## config.mk

```make
export PLATFORM = sky130hd
export DESIGN_NAME = multicycle_control
export DESIGN_NICKNAME = d
export VERILOG_FILES = /design/src/rtl/mips_defs.sv /design/src/rtl/mc_output_decode.sv /design/src/rtl/multicycle_control.sv
export SDC_FILE = /design/constraint.sdc
export NUM_CORES = 1
export LEC_CHECK = 0
export ABC_AREA = 1
export CAP_MARGIN = 15
export CORE_MARGIN = 2
export CORE_UTILIZATION = 37
export CTS_CLUSTER_SIZE = 16
export DETAILED_ROUTE_END_ITERATION = 10
export GPL_TIMING_DRIVEN = 0
export PLACE_DENSITY_LB_ADDON = 0.12
export SYNTH_ARGS = -nofsm -noshare
export SYNTH_HDL_FRONTEND = slang
export SYNTH_SLANG_ARGS = --single-unit
```

## constraint.sdc

```tcl
create_clock -name clk -period 1.3 [get_ports clk]
set_input_delay 0.13 -clock clk [delete_from_list [all_inputs] [get_ports clk]]
set_output_delay 0.13 -clock clk [all_outputs]
set_load 0.02 [all_outputs]
```

## src/rtl/mips_defs.sv

```systemverilog
// Shared definitions for the multicycle MIPS control path: opcodes, ALU
// operation encodings, mux select encodings, sequencer state encodings and
// the control word produced by the output decoder.
package mips_defs;

   localparam logic [5:0] OP_RTYPE = 6'b000000;
   localparam logic [5:0] OP_LW    = 6'b100011;
   localparam logic [5:0] OP_SW    = 6'b101011;
   localparam logic [5:0] OP_BEQ   = 6'b000100;
   localparam logic [5:0] OP_ADDI  = 6'b001000;
   localparam logic [5:0] OP_J     = 6'b000010;

   localparam logic [1:0] ALUOP_ADD   = 2'b00;
   localparam logic [1:0] ALUOP_SUB   = 2'b01;
   localparam logic [1:0] ALUOP_FUNCT = 2'b10;

   localparam logic [1:0] SRCB_B     = 2'b00;
   localparam logic [1:0] SRCB_FOUR  = 2'b01;
   localparam logic [1:0] SRCB_IMM   = 2'b10;
   localparam logic [1:0] SRCB_IMMSH = 2'b11;

   localparam logic [1:0] PCSRC_ALURESULT = 2'b00;
   localparam logic [1:0] PCSRC_ALUOUT    = 2'b01;
   localparam logic [1:0] PCSRC_JUMP      = 2'b10;

   localparam logic [3:0] S_FETCH   = 4'd0;
   localparam logic [3:0] S_DECODE  = 4'd1;
   localparam logic [3:0] S_MEMADR  = 4'd2;
   localparam logic [3:0] S_MEMRD   = 4'd3;
   localparam logic [3:0] S_MEMWB   = 4'd4;
   localparam logic [3:0] S_MEMWR   = 4'd5;
   localparam logic [3:0] S_EXECUTE = 4'd6;
   localparam logic [3:0] S_ALUWB   = 4'd7;
   localparam logic [3:0] S_BEQ     = 4'd8;
   localparam logic [3:0] S_ADDIEX  = 4'd9;
   localparam logic [3:0] S_ADDIWB  = 4'd10;
   localparam logic [3:0] S_JUMP    = 4'd11;

   typedef enum logic [3:0] {
      ST_FETCH   = S_FETCH,
      ST_DECODE  = S_DECODE,
      ST_MEMADR  = S_MEMADR,
      ST_MEMRD   = S_MEMRD,
      ST_MEMWB   = S_MEMWB,
      ST_MEMWR   = S_MEMWR,
      ST_EXECUTE = S_EXECUTE,
      ST_ALUWB   = S_ALUWB,
      ST_BEQ     = S_BEQ,
      ST_ADDIEX  = S_ADDIEX,
      ST_ADDIWB  = S_ADDIWB,
      ST_JUMP    = S_JUMP
   } state_t;

   // Raw per-state control word; PCWrite/Branch are combined into PCEn by the top.
   typedef struct packed {
      logic       pcWrite;
      logic       branch;
      logic       iorD;
      logic       memWrite;
      logic       irWrite;
      logic       regDst;
      logic       memtoReg;
      logic       regWrite;
      logic       aluSrcA;
      logic [1:0] aluSrcB;
      logic [1:0] pcSrc;
      logic [1:0] aluOp;
   } ctrl_t;

   // True for the opcodes this sequencer knows how to execute.
   function automatic logic isLegalOp(input logic [5:0] op);
      return (op == OP_RTYPE) || (op == OP_LW) || (op == OP_SW) ||
             (op == OP_BEQ) || (op == OP_ADDI) || (op == OP_J);
   endfunction

endpackage

```

## src/rtl/mc_output_decode.sv

```systemverilog
// Moore output decoder: maps the sequencer state to the raw datapath control
// word. Unused state encodings produce an all-zero word.
module mc_output_decode
   import mips_defs::*;
(
   input  logic [3:0] i_state,
   output ctrl_t      o_ctrl
);

   // Per-state control word, everything not named for a state stays 0
   always_comb begin
      o_ctrl = '0;
      case (i_state)
         S_FETCH: begin
            o_ctrl.irWrite = 1'b1;
            o_ctrl.aluSrcB = SRCB_FOUR;
            o_ctrl.aluOp   = ALUOP_ADD;
            o_ctrl.pcSrc   = PCSRC_ALURESULT;
            o_ctrl.pcWrite = 1'b1;
         end
         S_DECODE: begin
            o_ctrl.aluSrcB = SRCB_IMMSH;
            o_ctrl.aluOp   = ALUOP_ADD;
         end
         S_MEMADR: begin
            o_ctrl.aluSrcA = 1'b1;
            o_ctrl.aluSrcB = SRCB_IMM;
            o_ctrl.aluOp   = ALUOP_ADD;
         end
         S_MEMRD: begin
            o_ctrl.iorD = 1'b1;
         end
         S_MEMWB: begin
            o_ctrl.memtoReg = 1'b1;
            o_ctrl.regWrite = 1'b1;
         end
         S_MEMWR: begin
            o_ctrl.iorD     = 1'b1;
            o_ctrl.memWrite = 1'b1;
         end
         S_EXECUTE: begin
            o_ctrl.aluSrcA = 1'b1;
            o_ctrl.aluSrcB = SRCB_B;
            o_ctrl.aluOp   = ALUOP_FUNCT;
         end
         S_ALUWB: begin
            o_ctrl.regDst   = 1'b1;
            o_ctrl.regWrite = 1'b1;
         end
         S_BEQ: begin
            o_ctrl.aluSrcA = 1'b1;
            o_ctrl.aluSrcB = SRCB_B;
            o_ctrl.aluOp   = ALUOP_SUB;
            o_ctrl.pcSrc   = PCSRC_ALUOUT;
            o_ctrl.branch  = 1'b1;
         end
         S_ADDIEX: begin
            o_ctrl.aluSrcA = 1'b1;
            o_ctrl.aluSrcB = SRCB_IMM;
            o_ctrl.aluOp   = ALUOP_ADD;
         end
         S_ADDIWB: begin
            o_ctrl.regWrite = 1'b1;
         end
         S_JUMP: begin
            o_ctrl.pcSrc   = PCSRC_JUMP;
            o_ctrl.pcWrite = 1'b1;
         end
         default: o_ctrl = '0;
      endcase
   end

endmodule

```

## src/rtl/multicycle_control.sv

```systemverilog
// Multicycle MIPS control sequencer. Holds the state register, next-state
// logic, the sticky IllegalOp flag, memory-ready gating and PCEn.
// Optional feature: define MCCTRL_MEMWAIT_EN to stall FETCH, MEMRD and MEMWR
// until MemReady is high; otherwise MemReady is ignored.
module multicycle_control
   import mips_defs::*;
(
   input  logic       clk,
   input  logic       reset_n,
   input  logic [5:0] Op,
   input  logic       Zero,
   input  logic       MemReady,
   output logic       PCEn,
   output logic       IorD,
   output logic       MemWrite,
   output logic       IRWrite,
   output logic       RegDst,
   output logic       MemtoReg,
   output logic       RegWrite,
   output logic       ALUSrcA,
   output logic [1:0] ALUSrcB,
   output logic [1:0] PCSrc,
   output logic [1:0] ALUOp,
   output logic [3:0] State,
   output logic       IllegalOp
);

   state_t r_state;
   state_t w_nextState;
   ctrl_t  w_ctrl;
   logic   r_illegalOp;
   logic   w_memReady;
   logic   w_memState;
   logic   w_fetchGate;

`ifdef MCCTRL_MEMWAIT_EN
   assign w_memReady = MemReady;
`else
   logic w_unusedMemReady;
   assign w_unusedMemReady = MemReady;
   assign w_memReady       = 1'b1;
`endif

   mc_output_decode u_outputDecode (
      .i_state (r_state),
      .o_ctrl  (w_ctrl)
   );

   assign w_memState  = (r_state == ST_FETCH) || (r_state == ST_MEMRD) || (r_state == ST_MEMWR);
   assign w_fetchGate = (r_state == ST_FETCH) ? w_memReady : 1'b1;

   // State register; reset aborts any instruction and returns to FETCH
   always_ff @(posedge clk or negedge reset_n) begin
      if (!reset_n) r_state <= ST_FETCH;
      else          r_state <= w_nextState;
   end

   // Next-state logic, memory states hold while the memory is not ready
   always_comb begin
      w_nextState = ST_FETCH;
      case (r_state)
         ST_FETCH:   w_nextState = ST_DECODE;
         ST_DECODE: begin
            case (Op)
               OP_LW, OP_SW: w_nextState = ST_MEMADR;
               OP_RTYPE:     w_nextState = ST_EXECUTE;
               OP_BEQ:       w_nextState = ST_BEQ;
               OP_ADDI:      w_nextState = ST_ADDIEX;
               OP_J:         w_nextState = ST_JUMP;
               default:      w_nextState = ST_FETCH;
            endcase
         end
         ST_MEMADR:  w_nextState = (Op == OP_LW) ? ST_MEMRD : ST_MEMWR;
         ST_MEMRD:   w_nextState = ST_MEMWB;
         ST_EXECUTE: w_nextState = ST_ALUWB;
         ST_ADDIEX:  w_nextState = ST_ADDIWB;
         default:    w_nextState = ST_FETCH;
      endcase
      if (w_memState && !w_memReady) w_nextState = r_state;
   end

   // Sticky illegal-opcode flag, set when DECODE sees an unsupported opcode
   always_ff @(posedge clk or negedge reset_n) begin
      if (!reset_n)                                     r_illegalOp <= 1'b0;
      else if ((r_state == ST_DECODE) && !isLegalOp(Op)) r_illegalOp <= 1'b1;
   end

   // Output drive; write enables are forced low while reset is asserted
   always_comb begin
      PCEn      = reset_n & ((w_ctrl.pcWrite & w_fetchGate) | (w_ctrl.branch & Zero));
      IRWrite   = reset_n & w_ctrl.irWrite & w_fetchGate;
      MemWrite  = reset_n & w_ctrl.memWrite;
      RegWrite  = reset_n & w_ctrl.regWrite;
      IorD      = w_ctrl.iorD;
      RegDst    = w_ctrl.regDst;
      MemtoReg  = w_ctrl.memtoReg;
      ALUSrcA   = w_ctrl.aluSrcA;
      ALUSrcB   = w_ctrl.aluSrcB;
      PCSrc     = w_ctrl.pcSrc;
      ALUOp     = w_ctrl.aluOp;
      State     = r_state;
      IllegalOp = r_illegalOp;
   end

endmodule

```

==> impl_metrics.toml, run 1 <==
[synthesis]
seq_area_frac_synth_pct = 23.92
synthCells = 93
syn-num-nets = 103
synth_top_area_cell = "dfrtp_1"
yosysTopAreaCellShare_pct = 23.92
yosys_warnings = 0
synth.cell_area_sq_um = 523.0
ys_ff_latch = 5
synth.distinct_cells = 15
synthTopCellsByArea = "dfrtp_1 (24%), nand2_1 (17%), inv_1 (13%), nand3_1 (11%), nor2_1 (10%)"
synth.avg_cell_area_sq_um = 5.624

[outcome]
violations = "setup timing"
status = "complete, but fails checks"

[timing]
fin_crit_ns = 1.463
hold_viol_final = 0
skew_ns = 0.002652
hold_slack_ns = 0.1296
slew-limit-headroom_pct = 80.74
finalSetupViolations = 10
final_min_period_over_clock_period_pct = 112.6
rsz0062_at_grt = "true"
fin_ws_ns = -0.1635
tns_ns = -1.146
max_freq_mhz = 683.3
drv_slew = 0
worst_slew_pin_slew_ns = 0.2880

[cells_and_area]
area_growth_pct = 91.63
final_cell_mix = "nand2_1 (15), buf_4 (14), buf_6 (12), inv_1 (12), nor2_1 (12)"
n_antenna_cell = 0
fin_nets = 147
drive_gt1_share_pct = 49.26
final_common_cell = "nand2_1"
fin_cells = 151
nFillCells = 106
utilization_pct = 76.07

[worst_setup_path]
cp_max_fo = 5
reg2reg_setup_slack_ns = 0.04
r2r_end = "State[2]"
cp-end-kind = "output port"
worstSetupStartpoint = "State[0]"
r2r_start = "State[3]"
critPathRequiredTime_ns = 1.17
critPathKind = "reg2out"
crit_end = "ALUSrcA"
arrival_ns = 1.33
setup.worst_path.start_class = "flip-flop"
reg2reg_depth = 8

[cts]
cts.htree.levels = 1
insertion_delay_ns = 0.25
cts_root_buf = "clkbuf_4"
cts_buffers = 3
clk_path_buf_depth = 2
path_clk_slew_ns = 0.05
clock-sinks = 5
cts_hold_buffers = 0
cts_tree = "done"

[power_and_ir_drop]
ir_drop_v = 0.0008193
finalPower_uw = 1380
cellLeakagePower_uw = 0.0006162
p_per_area_mw_per_mm2 = 1377

[route]
drt_iter0_drc = 7
firstDrtPassIters = 4
antenna_left = 0
via_per_inst = 4.735
dr_total_vias = 715
wl_mm = 1.608
wl_per_cell_um = 10.65
drc = 0

[floorplanning]
die_h_um = 41.60
design.core.area_sq_mm = 0.001318
io_pins = 29
die_x_um = 41.60
start_util_pct = 39.70
die_area_sq_mm = 0.001730
rows = 13

[global_route]
grt_max_degree = 8
grt_usage_pct = 19.68
grt_pass1_vias = 675
grt-ovfl-total = 0
grt_antenna_before_repair = 0
grt_first_pass_wirelength_mm = 2.677

[place]
place_hpwl_mm = 1.096
io_buffers = 27
routabilityCongestion = 0.8159
dp_cells = 135

[hold_path]
hold_path.class = "in2async"

[job]
drv_cap = 0
==> cell usage after synthesis (all sizes together) <==
library cell   n
nor2          20
inv           23
nand4          1
o21ai          3
dfrtp          5
buf            1
nand3         11
nor3           2
nand2         26
a31oi          1
==> how the worst min path moves through the flow <==
stage,from,to
after floorplan,reset_n,IllegalOp
after global placement,reset_n,State[0]
after detailed placement,reset_n,State[0]
after CTS,reset_n,State[1]
after global routing,reset_n,IllegalOp
final,reset_n,State[1]
==> logic make-up (layout without fill, tap and decap cells) <==
family	Yosys count	in the layout	synth area share, %
simple gates	60	60	53.35
buf+inv	24	67	18.66
flops	5	5	23.92
compound gates	4	4	4.067
==> state kept, by name, indices dropped and copies added, names as in the netlist <==
name       count
IllegalOp      1
State          4
==> worst max-delay path, cell delays in order (launching register included) <==
cell and delay, ns:
dfrtp_2 0.46, inv_4 0.10, nand2_4 0.06, inv_1 0.11, nand2_1 0.10, o21ai_1 0.10, buf_4 0.16
==> power by group <==
group	leakage [uW]	total (uW)	switching (uW)	internal, uW
sequential	0.0000577	254	63.2	191
clock	0.0000177	183	70.9	112
combinational	0.000541	943	519	425
==> layer usage <==
layer / track usage, % / wire length [um] / part of all wire, %
met1: 20.91 / 608 / 38
met2: 36.88 / 864 / 54
met3: 6.957 / 98 / 6.1
met4: 3.871 / 36 / 2.2
met5: 0 / 0 / 0
==> through the flow <==
step	setup WS [ns]	instance area, sq um
finish	-0.1635	1002
CTS	-0.1526	908.4
global placement	-0.5144	818.3
detailed placement	-0.5196	818.3
global route	-0.2926	1002
floorplan	-0.07186	529.3
==> final cells by class <==
type	instances	area, sq um	share of cell area, %
multi-input combinational	64	369.1	36.83
timing repair buffer	39	357.8	35.71
sequential	5	128.9	12.86
inverter	23	88.84	8.864
clock buffer	3	22.52	2.247
tap	15	18.77	1.873
buffer	1	11.26	1.124
clock inverter	1	5.005	0.4994
==> timing repair <==
action	4_1_cts	5_1_grt
gates resized for setup	94	20
buffers inserted	8	7
setup endpoints to repair	19	15
pin swaps	5	3
Note: power is estimated with default switching activity, not from simulation.
==> run 2: changes to the inputs <==
--- a/config.mk
+++ b/config.mk
@@ -8,11 +8,12 @@
 export ABC_AREA = 1
 export CAP_MARGIN = 15
 export CORE_MARGIN = 2
-export CORE_UTILIZATION = 37
+export CORE_UTILIZATION = 39
+export CTS_BUF_LIST = sky130_fd_sc_hd__clkbuf_4 sky130_fd_sc_hd__clkbuf_8
 export CTS_CLUSTER_SIZE = 16
 export DETAILED_ROUTE_END_ITERATION = 10
 export GPL_TIMING_DRIVEN = 0
-export PLACE_DENSITY_LB_ADDON = 0.12
+export PLACE_DENSITY = 0.81
 export SYNTH_ARGS = -nofsm -noshare
 export SYNTH_HDL_FRONTEND = slang
 export SYNTH_SLANG_ARGS = --single-unit
==> run 2 against run 1 <==
Net effect:
- the flow still finishes with violations (setup timing)
- cell count is the same
- fmax shrank 3.8%
- worst hold slack improved by 0.011 ns
- register-to-register slack worse by 0.06 ns
- sequential power increased by 6%
- critical path depth rose by 1
- sequential share of layout area fell by 0.61 points
==> impl_metrics.toml, run 2 (synthesis results as in run 1) <==
[floorplanning]
io_pins = 29
start_util_pct = 41.22
rows = 13
design.core.area_sq_mm = 0.001269
die_h_um = 40.62
die_x_um = 40.62
die_area_sq_mm = 0.001650

[worst_setup_path]
reg2reg_depth = 8
worst-path-stages = 7
critPathKind = "reg2out"
crit_chain = "buf_12, nor2_4, nand2_1, inv_2, o21ai_1, inv_1, buf_6"
setup.worst_path.start_class = "flip-flop"
cp-end-kind = "output port"
cpPeakStageDelay_ns = 0.45
path_buf_inv = 4
critPathSlowestCell = "dfrtp_2"
cp_max_fo = 4
arrival_ns = 1.39
critPathRequiredTime_ns = 1.17
cp_top_family = "flip-flops"

[cells_and_area]
n_antenna_cell = 0
final_common_cell = "nand2_1"
area_growth_pct = 101.2
nFillCells = 81
drive_gt1_share_pct = 48.53
largest_reg_flops = 4
utilization_pct = 82.94
final_cell_mix = "nand2_1 (17), buf_4 (14), buf_6 (12), inv_1 (12), nor2_1 (11)"
fin_nets = 147

[cts]
cts_tree = "done"
cts_buffers = 3
cts.htree.levels = 1
path_clk_slew_ns = 0.05
cts_hold_buffers = 0
insertion_delay_ns = 0.24
clock-sinks = 5
clk_path_buf_depth = 2
cts_root_buf = "clkbuf_4"

[timing]
finalSetupViolations = 15
rsz0062_at_grt = "true"
final_min_period_over_clock_period_pct = 117.1
max_freq_mhz = 657.0
slew-limit-headroom_pct = 79.12
hold_viol_final = 0
drv_slew = 0
skew_ns = 0.004731
worst_slew_pin_slew_ns = 0.3122
hold_slack_ns = 0.1401
fin_ws_ns = -0.2221
fin_crit_ns = 1.522

[place]
io_buffers = 27
routabilityCongestion = 0.7743
dp_slack_ns = -0.5110
place_hpwl_mm = 1.144

[job]
drv_cap = 0

[outcome]
violations = "setup timing"
status = "complete, but fails checks"

[power_and_ir_drop]
finalPower_uw = 1499
cellLeakagePower_uw = 0.0006223
ir_drop_v = 0.0007845
p_per_area_mw_per_mm2 = 1425

[route]
antenna_left = 0
wl_met2_mm = 1.157
top_layer_used = "met4"
wl_mm = 2.053
dr_total_vias = 746
wl_per_cell_um = 13.60
via_per_inst = 4.940
wl_met3_um = 92
drt-met1-wl_um = 725
drc = 0
firstDrtPassIters = 4
drt_iter0_drc = 15

[global_route]
grt_max_degree = 8
grt_first_pass_wirelength_mm = 2.428
grt-ovfl-total = 0
grt_usage_pct = 22.10
grt_antenna_before_repair = 0
grt_pass1_vias = 648

[hold_path]
hold_path.class = "in2async"
-- run 2: cell types whose count changed in the layout (fill, tap and decap cells not counted), moves of 2 or more --
cell | previous run | this run
nand2_1 | 15 | 17
nor2_4 | 6 | 8
nand2_2 | 9 | 5
inv_2 | 10 | 8
-- run 2: final cells by class --
cell class,count,area (sq um),share of cell area (%)
timing repair buffer,39,372.9,35.43
multi-input combinational,64,394.1,37.46
clock buffer,4,30.03,2.854
buffer,1,11.26,1.070
tap,15,18.77,1.784
sequential,5,128.9,12.25
inverter,23,96.34,9.156
-- run 2: worst paths after layout --
path | start | end | slack, ns
max | State[3] | RegWrite | -0.22
min | reset_n | IllegalOp | 0.14
max reg2reg | State[3] | State[1] | -0.02
min reg2reg | IllegalOp | IllegalOp | 0.49
max in group asynchronous | reset_n | State[0] | 0.90
min in group clk | IllegalOp | IllegalOp | 0.49
-- run 2: what timing repair did --
item / CTS / global route
cloned: 0 / 0
gates resized for setup: 87 / 35
buffers inserted: 9 / 5
endpoints found under the setup margin: 19 / 16
pin swaps: 6 / 11
-- run 2: per-layer routing --
layer  up-vias  track usage, %
li1        363               -
met1       341           20.81
met2        34           44.84
met3         8           2.174
met4         0           12.50
met5         -               0
-- run 2: stage by stage --
stage / setup TNS [ns] / cell area [sq um] / cells
after floorplan: -0.1729 / 529.3 / 93
after global placement: -4.267 / 818.3 / 135
after detailed placement: -4.547 / 818.3 / 135
after CTS: -0.7289 / 900.9 / 148
after global routing: -2.412 / 1052 / 151
final: -1.678 / 1052 / 151
-- run 2: report_power, final --
part           total [uW]  leakage, uW  switching, uW  internal [uW]
Sequential            268    0.0000577           77.6            191
Combinational        1020     0.000546            566            453
Clock                 212    0.0000184           74.7            138
